**src/rtl/dsp_stq_alloc_module_pkg.sv**
```systemverilog
// Shared dispatch definitions for the store-queue ID allocator: default
// sizing, grant-mode encoding and a counter-width helper.
package dsp_stq_alloc_module_pkg;

  localparam int DEF_DSP_W = 4;
  localparam int DEF_CMT_W = 4;
  localparam int DEF_DRN_W = 1;
  localparam int DEF_DEPTH = 32;
  localparam int DEF_ID_W  = $clog2(DEF_DEPTH);
  localparam int DEF_PTR_W = DEF_ID_W + 1;

  typedef enum logic {
    GRANT_ALL    = 1'b0,
    GRANT_PREFIX = 1'b1
  } grant_mode_e;

  // Bits needed to hold a population count of a w-bit vector.
  function automatic int cnt_w(input int w);
    return $clog2(w + 1);
  endfunction

endpackage

```
**src/rtl/dsp_stq_alloc_module_if.sv**
```systemverilog
// Dispatch-side bundle of the store-queue allocator: requests, flushes,
// commit/drain strobes in; grants, IDs, occupancy and pointers out.
interface dsp_stq_alloc_module_if
  import dsp_stq_alloc_module_pkg::*;
#(
  parameter int DSP_W = DEF_DSP_W,
  parameter int CMT_W = DEF_CMT_W,
  parameter int DRN_W = DEF_DRN_W,
  parameter int ID_W  = DEF_ID_W
);

  logic [DSP_W-1:0]      i_req_vld;
  logic                  i_stall;
  logic                  i_mis_flush;
  logic [ID_W:0]         i_mis_ptr;
  logic                  i_trap_flush;
  logic [CMT_W-1:0]      i_cmt_vld;
  logic [DRN_W-1:0]      i_drn_vld;
  logic [DSP_W-1:0]      o_grant;
  logic [DSP_W*ID_W-1:0] o_alloc_id;
  logic                  o_full;
  logic                  o_empty;
  logic [ID_W:0]         o_free_cnt;
  logic [ID_W:0]         o_alloc_ptr;
  logic [ID_W:0]         o_cmt_ptr;
  logic [ID_W:0]         o_drn_ptr;
  logic                  o_err;

  modport master (
    output i_req_vld, i_stall, i_mis_flush, i_mis_ptr, i_trap_flush,
           i_cmt_vld, i_drn_vld,
    input  o_grant, o_alloc_id, o_full, o_empty, o_free_cnt,
           o_alloc_ptr, o_cmt_ptr, o_drn_ptr, o_err
  );

  modport slave (
    input  i_req_vld, i_stall, i_mis_flush, i_mis_ptr, i_trap_flush,
           i_cmt_vld, i_drn_vld,
    output o_grant, o_alloc_id, o_full, o_empty, o_free_cnt,
           o_alloc_ptr, o_cmt_ptr, o_drn_ptr, o_err
  );

endinterface

```
**src/rtl/dsp_prefix_cnt_module.sv**
```systemverilog
// Population count of a lane vector plus, per lane, the exclusive count of
// set lanes below it.
module dsp_prefix_cnt_module
  import dsp_stq_alloc_module_pkg::*;
#(
  parameter int W  = 4,
  parameter int CW = cnt_w(W)
) (
  input  logic [W-1:0]         vec,
  output logic [CW-1:0]        cnt,
  output logic [W-1:0][CW-1:0] pre
);

  always_comb begin
    logic [CW-1:0] acc;
    // NOTE: blocking assignments here build a ripple chain evaluated in
    // order within one pass; non-blocking would read stale values.
    acc = '0;
    for (int k = 0; k < W; k++) begin
      pre[k] = acc;
      acc    = acc + CW'(vec[k]);
    end
    cnt = acc;
  end

endmodule

```
**src/rtl/dsp_stq_alloc_module.sv**
```systemverilog
// Store-ID allocator: circular alloc/commit/drain pointers over a DEPTH-entry
// pool with per-cycle multi-lane grant, flush rollback and sticky error.
module dsp_stq_alloc_module
  import dsp_stq_alloc_module_pkg::*;
#(
  parameter int DSP_W   = DEF_DSP_W,
  parameter int CMT_W   = DEF_CMT_W,
  parameter int DRN_W   = DEF_DRN_W,
  parameter int DEPTH   = DEF_DEPTH,
  parameter int PARTIAL = 0
) (
  input logic                   clk,
  input logic                   rst_n,
  dsp_stq_alloc_module_if.slave bus
);

  localparam int ID_W = $clog2(DEPTH);
  localparam int PW   = ID_W + 1;
  localparam int RCW  = cnt_w(DSP_W);
  localparam int CCW  = cnt_w(CMT_W);
  localparam int DCW  = cnt_w(DRN_W);
  localparam grant_mode_e MODE = (PARTIAL != 0) ? GRANT_PREFIX : GRANT_ALL;

  logic [PW-1:0] alloc_q, cmt_q, drn_q;
  logic          err_q;

  logic [RCW-1:0]              req_cnt;
  logic [DSP_W-1:0][RCW-1:0]   req_pre;
  logic [CCW-1:0]              cmt_cnt;
  logic [CMT_W-1:0][CCW-1:0]   cmt_pre;
  logic [DCW-1:0]              drn_cnt;
  logic [DRN_W-1:0][DCW-1:0]   drn_pre;

  dsp_prefix_cnt_module #(.W(DSP_W), .CW(RCW)) u_req_cnt (
    .vec (bus.i_req_vld), .cnt (req_cnt), .pre (req_pre)
  );
  dsp_prefix_cnt_module #(.W(CMT_W), .CW(CCW)) u_cmt_cnt (
    .vec (bus.i_cmt_vld), .cnt (cmt_cnt), .pre (cmt_pre)
  );
  dsp_prefix_cnt_module #(.W(DRN_W), .CW(DCW)) u_drn_cnt (
    .vec (bus.i_drn_vld), .cnt (drn_cnt), .pre (drn_pre)
  );

  logic [PW-1:0]    free, grant_cnt, cmt_nx, drn_nx, alloc_nx;
  logic [DSP_W-1:0] grant;
  logic             alloc_en, cmt_err, drn_err, mis_err;

  // Modular differences; the wrap bit keeps a full pool distinct from empty.
  assign free     = PW'(DEPTH) - (alloc_q - drn_q);
  assign alloc_en = !bus.i_stall && !bus.i_mis_flush && !bus.i_trap_flush;

  always_comb begin
    // NOTE: every output of this block gets a default first so no path
    // leaves it unassigned and no latch is inferred.
    grant     = '0;
    grant_cnt = '0;
    if (alloc_en) begin
      if (MODE == GRANT_ALL) begin
        if (PW'(req_cnt) <= free) grant = bus.i_req_vld;
      end else begin
        for (int k = 0; k < DSP_W; k++)
          grant[k] = bus.i_req_vld[k] && (PW'(req_pre[k]) < free);
      end
    end
    for (int k = 0; k < DSP_W; k++)
      grant_cnt = grant_cnt + PW'(grant[k]);
  end

  // Granted lanes always form a prefix of the requesters, so the request
  // prefix count equals the granted-lanes-below count for every granted lane.
  always_comb begin
    bus.o_alloc_id = '0;
    for (int k = 0; k < DSP_W; k++)
      bus.o_alloc_id[k*ID_W +: ID_W] = alloc_q[ID_W-1:0] + ID_W'(req_pre[k]);
  end

  // A commit (drain) lane is illegal when its slot lies at or beyond alloc (cmt).
  always_comb begin
    cmt_err = 1'b0;
    drn_err = 1'b0;
    for (int k = 0; k < CMT_W; k++)
      if (bus.i_cmt_vld[k] && (PW'(cmt_pre[k]) >= alloc_q - cmt_q)) cmt_err = 1'b1;
    for (int k = 0; k < DRN_W; k++)
      if (bus.i_drn_vld[k] && (PW'(drn_pre[k]) >= cmt_q - drn_q)) drn_err = 1'b1;
  end

  assign cmt_nx  = cmt_err ? cmt_q : cmt_q + PW'(cmt_cnt);
  assign drn_nx  = drn_err ? drn_q : drn_q + PW'(drn_cnt);
  assign mis_err = bus.i_mis_flush && !bus.i_trap_flush &&
                   ((bus.i_mis_ptr - cmt_nx) > (alloc_q - cmt_nx));

  always_comb begin
    alloc_nx = alloc_q + grant_cnt;
    if (bus.i_trap_flush)     alloc_nx = cmt_nx;
    else if (bus.i_mis_flush) alloc_nx = mis_err ? alloc_q : bus.i_mis_ptr;
  end

  always_ff @(posedge clk) begin
    // NOTE: state registers use non-blocking assignments so every flop
    // samples the pre-edge values regardless of statement order.
    if (!rst_n) begin
      alloc_q <= '0;
      cmt_q   <= '0;
      drn_q   <= '0;
      err_q   <= 1'b0;
    end else begin
      alloc_q <= alloc_nx;
      cmt_q   <= cmt_nx;
      drn_q   <= drn_nx;
      err_q   <= err_q | cmt_err | drn_err | mis_err;
    end
  end

  assign bus.o_grant     = grant;
  assign bus.o_full      = (|bus.i_req_vld) && !bus.i_stall && (grant != bus.i_req_vld);
  assign bus.o_empty     = (alloc_q == drn_q);
  assign bus.o_free_cnt  = free;
  assign bus.o_alloc_ptr = alloc_q;
  assign bus.o_cmt_ptr   = cmt_q;
  assign bus.o_drn_ptr   = drn_q;
  assign bus.o_err       = err_q;

endmodule
```
**src/flat_wrapper.sv**
```systemverilog
// flat-port wrapper written by rule: the top's interface ports become plain ports
module dsp_stq_alloc_module_flat import dsp_stq_alloc_module_pkg::*;
#(
  parameter int DSP_W   = DEF_DSP_W,
  parameter int CMT_W   = DEF_CMT_W,
  parameter int DRN_W   = DEF_DRN_W,
  parameter int DEPTH   = DEF_DEPTH,
  parameter int PARTIAL = 0
)
  (clk, rst_n, bus_i_req_vld, bus_i_stall, bus_i_mis_flush, bus_i_mis_ptr, bus_i_trap_flush, bus_i_cmt_vld, bus_i_drn_vld, bus_o_grant, bus_o_alloc_id, bus_o_full, bus_o_empty, bus_o_free_cnt, bus_o_alloc_ptr, bus_o_cmt_ptr, bus_o_drn_ptr, bus_o_err);
  dsp_stq_alloc_module_if #(.DSP_W(DSP_W), .CMT_W(CMT_W), .DRN_W(DRN_W)) bus_i ();
  input logic clk;
  input logic rst_n;
  input wire logic [$bits(bus_i.i_req_vld)-1:0] bus_i_req_vld;
  input wire logic [$bits(bus_i.i_stall)-1:0] bus_i_stall;
  input wire logic [$bits(bus_i.i_mis_flush)-1:0] bus_i_mis_flush;
  input wire logic [$bits(bus_i.i_mis_ptr)-1:0] bus_i_mis_ptr;
  input wire logic [$bits(bus_i.i_trap_flush)-1:0] bus_i_trap_flush;
  input wire logic [$bits(bus_i.i_cmt_vld)-1:0] bus_i_cmt_vld;
  input wire logic [$bits(bus_i.i_drn_vld)-1:0] bus_i_drn_vld;
  output wire logic [$bits(bus_i.o_grant)-1:0] bus_o_grant;
  output wire logic [$bits(bus_i.o_alloc_id)-1:0] bus_o_alloc_id;
  output wire logic [$bits(bus_i.o_full)-1:0] bus_o_full;
  output wire logic [$bits(bus_i.o_empty)-1:0] bus_o_empty;
  output wire logic [$bits(bus_i.o_free_cnt)-1:0] bus_o_free_cnt;
  output wire logic [$bits(bus_i.o_alloc_ptr)-1:0] bus_o_alloc_ptr;
  output wire logic [$bits(bus_i.o_cmt_ptr)-1:0] bus_o_cmt_ptr;
  output wire logic [$bits(bus_i.o_drn_ptr)-1:0] bus_o_drn_ptr;
  output wire logic [$bits(bus_i.o_err)-1:0] bus_o_err;
  assign bus_i.i_req_vld = bus_i_req_vld;
  assign bus_i.i_stall = bus_i_stall;
  assign bus_i.i_mis_flush = bus_i_mis_flush;
  assign bus_i.i_mis_ptr = bus_i_mis_ptr;
  assign bus_i.i_trap_flush = bus_i_trap_flush;
  assign bus_i.i_cmt_vld = bus_i_cmt_vld;
  assign bus_i.i_drn_vld = bus_i_drn_vld;
  assign bus_o_grant = bus_i.o_grant;
  assign bus_o_alloc_id = bus_i.o_alloc_id;
  assign bus_o_full = bus_i.o_full;
  assign bus_o_empty = bus_i.o_empty;
  assign bus_o_free_cnt = bus_i.o_free_cnt;
  assign bus_o_alloc_ptr = bus_i.o_alloc_ptr;
  assign bus_o_cmt_ptr = bus_i.o_cmt_ptr;
  assign bus_o_drn_ptr = bus_i.o_drn_ptr;
  assign bus_o_err = bus_i.o_err;
  dsp_stq_alloc_module #(.DSP_W(DSP_W), .CMT_W(CMT_W), .DRN_W(DRN_W), .DEPTH(DEPTH), .PARTIAL(PARTIAL)) u_core (.clk(clk), .rst_n(rst_n), .bus(bus_i));
endmodule
```
**config.mk**
```make
export PLATFORM = sky130hd
export DESIGN_NAME = dsp_stq_alloc_module_flat
export DESIGN_NICKNAME = d
export VERILOG_FILES = /design/src/rtl/dsp_stq_alloc_module_pkg.sv /design/src/rtl/dsp_stq_alloc_module_if.sv /design/src/rtl/dsp_prefix_cnt_module.sv /design/src/rtl/dsp_stq_alloc_module.sv /design/src/flat_wrapper.sv
export SDC_FILE = /design/constraint.sdc
export NUM_CORES = 1
export LEC_CHECK = 0
export ABC_CLOCK_PERIOD_IN_PS = 8600
export CAP_MARGIN = 20
export CORE_MARGIN = 8
export CORE_UTILIZATION = 53
export DETAILED_ROUTE_END_ITERATION = 16
export PLACE_DENSITY = 0.89
export SLEW_MARGIN = 20
export SYNTH_ARGS = -nofsm -noshare
export SYNTH_HDL_FRONTEND = slang
export SYNTH_SLANG_ARGS = --single-unit
```
**constraint.sdc**
```tcl
create_clock -name clk -period 8.6 [get_ports clk]
set_input_delay 1.29 -clock clk [delete_from_list [all_inputs] [get_ports clk]]
set_output_delay 1.29 -clock clk [all_outputs]
set_load 0.01 [all_outputs]
```
==> flow_summary.json <==
{
  "grt_use_met1_pct": 25.0,
  "total_switching_power_w": 0.000888,
  "antenna_violations_before_repair": 0,
  "critical-path-top-delay-family": "compound AO/OA/AOI/OAI gates",
  "final_min_period_over_clock_period_pct": 84.7,
  "areaGrowthSynthToFinish_pct": 22.0,
  "sink_count": 19,
  "cell_area_after_synthesis_um2": 3380,
  "final_setup_viols": 0,
  "timing.fmax_ghz": 0.137,
  "fin_hold_ws_ns": 0.592,
  "critPathSlowestCell": "sky130_fd_sc_hd__o311ai_2",
  "design.final.nets": 574,
  "ant_nets": 0,
  "track_usage_pct": 21.6,
  "synth_fp_nets": 512,
  "count_of_flip_flops_with_a_built_in_enable_after_synthesis": 0,
  "drc_errors": 0,
  "cp_cell_sequence": "clkdlybuf4s50_1, ha_1, ha_1, ha_1, ha_1, o21ai_0, a21oi_1, o311ai_2, nor3_1, a21oi_1, inv_1, ha_1, maj3_1, maj3_1, or3_1, a41oi_1, o311ai_2, xnor2_1, ha_1, nand4_1, o211ai_1, o2111a_1, a21oi_1, a221oi_1",
  "cts_tree": "done",
  "globalRoute.totalOverflow": 0,
  "die_height_um": 95.8,
  "use_met3_pct": 4.60,
  "worst-path-max-fanout": 13,
  "holdPathStages": 2,
  "fin_crit_ns": 7.29,
  "htreeDepth": 1,
  "path_clk_slew_ns": 0.07,
  "yosys_warnings": 0,
  "place_hpwl_um": 7840,
  "drt-pass1-iter-count": 4,
  "cp_slowest_stage_delay_ns": 0.68,
  "timing.setup.tns_ns": 0,
  "synth.top_cells.by_area": "sky130_fd_sc_hd__ha_1 (24%), sky130_fd_sc_hd__dfxtp_1 (11%), sky130_fd_sc_hd__xnor2_1 (8.3%), sky130_fd_sc_hd__fa_1 (7.1%), sky130_fd_sc_hd__inv_1 (6.3%)",
  "post_synth_top_flop": "sky130_fd_sc_hd__dfxtp_1",
  "clock_latency_ns": 0.26,
  "status": "complete, no violations",
  "design.portCount": 71,
  "synth_area_per_cell_um2": 8.16,
  "cts_max_path_buffers": 2,
  "timing.clock.skew_ns": 0.00641,
  "data_required_time_of_the_worst_path_ns": 8.76,
  "design.die.area_um2": 9180,
  "worstSetupPathDepth": 24,
  "synth_cell_type_count": 63,
  "finalWeightedCongestion": 0.895,
  "worstSetupEndpointType": "register",
  "crit_type": "primary input to register",
  "avgRoutedWirePerCell_um": 17.3,
  "worst-path-buf-inv": 2,
  "clock_tree.root_cell": "sky130_fd_sc_hd__clkbuf_8",
  "global_route.usage.met2_pct": 36.3,
  "numCtsBuffers": 3,
  "post-synth-top-area-cell": "sky130_fd_sc_hd__ha_1",
  "n_antenna_cell": 0,
  "max_slew.worst_pin.slew_ns": 0.815,
  "io_buffers": 70,
  "synthCells": 414,
  "grt_first_pass_wirelength_um": 16000,
  "hold_viol_final": 0,
  "layout-drive-gt1-share_pct": 4.21,
  "seq_power_share_pct": 9.5,
  "grt_max_degree": 19,
  "number_of_global_route_vias_before_repair": 3483,
  "routed-via-count": 3274,
  "yosysTopAreaCellShare_pct": 24.5,
  "synth-seq-cells": 19,
  "data_arrival_time_of_the_worst_path_ns": 7.44,
  "async_flop_share_pct": 0,
  "cts_setup_buffers": 0,
  "power_frac_clock_pct": 3.6,
  "maxCapViolations": 0,
  "via_cell_ratio": 5.93,
  "internal-power_w": 0.000842,
  "postCtsResizedCells": 0,
  "dpl-instance-area_um2": 4070,
  "holdBufCountCts": 0,
  "worst_setup_path_start_kind": "primary input",
  "die_w_um": 95.8,
  "initial_core_util_pct": 54.1,
  "global_route.peak_usage_layer": "met2",
  "rr_worst_depth": 25,
  "row_count": 29,
  "routed_wire_length_um": 9540,
  "max-slew-margin-rel_pct": 45.6,
  "timing.final.max_slew_violations": 0,
  "fp.coreArea_um2": 6240,
  "power_density_nw_per_um2": 420,
  "power.static_leakage_nw": 1.83,
  "path_common_cell": "sky130_fd_sc_hd__ha_1",
  "initialDrtViolationCount": 174,
  "timing.hold.worst.class": "register to register",
  "comb_power_share_pct": 86.9,
  "stdcell_area_um2": 4120,
  "ir_drop_uv": 306,
  "yosysSeqAreaShare_pct": 11.3,
  "grt_setup_unrepaired": "no",
  "switching_share_pct": 51.3
}
## routing by layer
metal	vias up	wire length, um
li1	1561	-
met1	1547	3930
met2	130	4500
met3	36	716
met4	0	393
met5	-	0
## Yosys cell counts (all sizes together), types with 2 or more instances
master   count
inv         58
o211ai       3
nand2       19
nor2b        8
and2         7
a211oi       5
o311ai       2
or3          2
a211o        4
and3         2
a21o         7
nor3        13
nor2        31
xor2        11
a21oi       29
o21ai       16
clkbuf       6
o21a         3
o2111ai      2
clkinv       2
fa          12
o221ai       2
maj3         4
xnor2       32
a31oi        7
a31o         2
nand3        5
dfxtp       19
nand2b       5
buf          8
ha          66
nand4        4
## worst register-to-register path, delay by kind of cell, from the launching register on
family                     cells  cell delay, ns
adders and majority gates      7            2.10
and+or+nand+nor                3            0.58
buffers and inverters          3            0.44
AOI/OAI and AO/OA             10            2.59
DFF                            1            0.44
xor gates and xnor gates       2            0.46
## registers in the layout (all words and copies together) (netlist names)
signal                  cells
u_core.bus.o_err            1
u_core.bus.o_drn_ptr        6
u_core.bus.o_cmt_ptr        6
u_core.bus.o_alloc_ptr      6
## layout make-up
| class | count | area, um^2 |
|---|---|---|
| multi-input cells | 321 | 2660 |
| fillers | 496 | 2120 |
| repair buffers | 71 | 708 |
| flip-flops and latches | 19 | 380 |
| inverters | 60 | 225 |
| well taps | 77 | 96.3 |
| clock buffers | 3 | 41.3 |
| clock inverters | 1 | 5.00 |
## cells in the final DEF (no fill, tap or decap), types with 6 or more instances in the layout
cell type                         count
sky130_fd_sc_hd__fa_1                12
sky130_fd_sc_hd__xnor2_1             32
sky130_fd_sc_hd__nor3_1              13
sky130_fd_sc_hd__a21oi_1             29
sky130_fd_sc_hd__inv_1               57
sky130_fd_sc_hd__o21ai_0             13
sky130_fd_sc_hd__clkdlybuf4s50_1     70
sky130_fd_sc_hd__ha_1                66
sky130_fd_sc_hd__nor2b_1              8
sky130_fd_sc_hd__xor2_1              10
sky130_fd_sc_hd__a31oi_1              6
sky130_fd_sc_hd__dfxtp_1             19
sky130_fd_sc_hd__nand2_1             19
sky130_fd_sc_hd__a21o_1               6
sky130_fd_sc_hd__nor2_1              31
## worst paths after layout
| kind | startpoint | end | slack, ns |
|---|---|---|---|
| min reg2reg | u_core.bus.o_err$_SDFF_PN0_ | u_core.bus.o_err$_SDFF_PN0_ | 0.59 |
| min | u_core.bus.o_err$_SDFF_PN0_ | u_core.bus.o_err$_SDFF_PN0_ | 0.59 |
| max reg2reg | u_core.bus.o_alloc_ptr[0]$_SDFFE_PN0P_ | u_core.bus.o_alloc_ptr[5]$_SDFFE_PN0P_ | 1.89 |
| max | bus_i_cmt_vld[0] | u_core.bus.o_alloc_ptr[5]$_SDFFE_PN0P_ | 1.31 |
## power groups by stage
stage                     Combinational [W]   Clock, W  Sequential [W]
after global routing                0.00169  0.0000674        0.000168
final                               0.00150  0.0000630        0.000164
after CTS                           0.00149  0.0000639        0.000163
after detailed placement            0.00148          0        0.000165
after floorplan                     0.00106          0        0.000151
after global placement              0.00142          0        0.000164
## through the flow
stage	setup WS, ns	power [W]	util [%]	std cells
global route	0.805	0.00192	66.0	552
finish	1.31	0.00173	66.0	552
CTS	1.38	0.00172	66.0	552
global placement	1.33	0.00159	65.3	548
detailed placement	1.12	0.00165	65.3	548
floorplan	2.03	0.00121	-	414
## cell families (layout without fill, tap and decap cells)
logic type,after synthesis,count (layout),share of synthesized area (%)
adders and majority gates,82,82,32.8
xor gates and xnor gates,43,43,11.4
DFF,19,19,11.3
buffers and inverters,74,135,9.86
AOI/OAI and AO/OA,94,94,19.6
muxes,2,2,0.630
and+or+nand+nor,100,100,14.5
No activity file was read; power rests on OpenSTA's default activity.
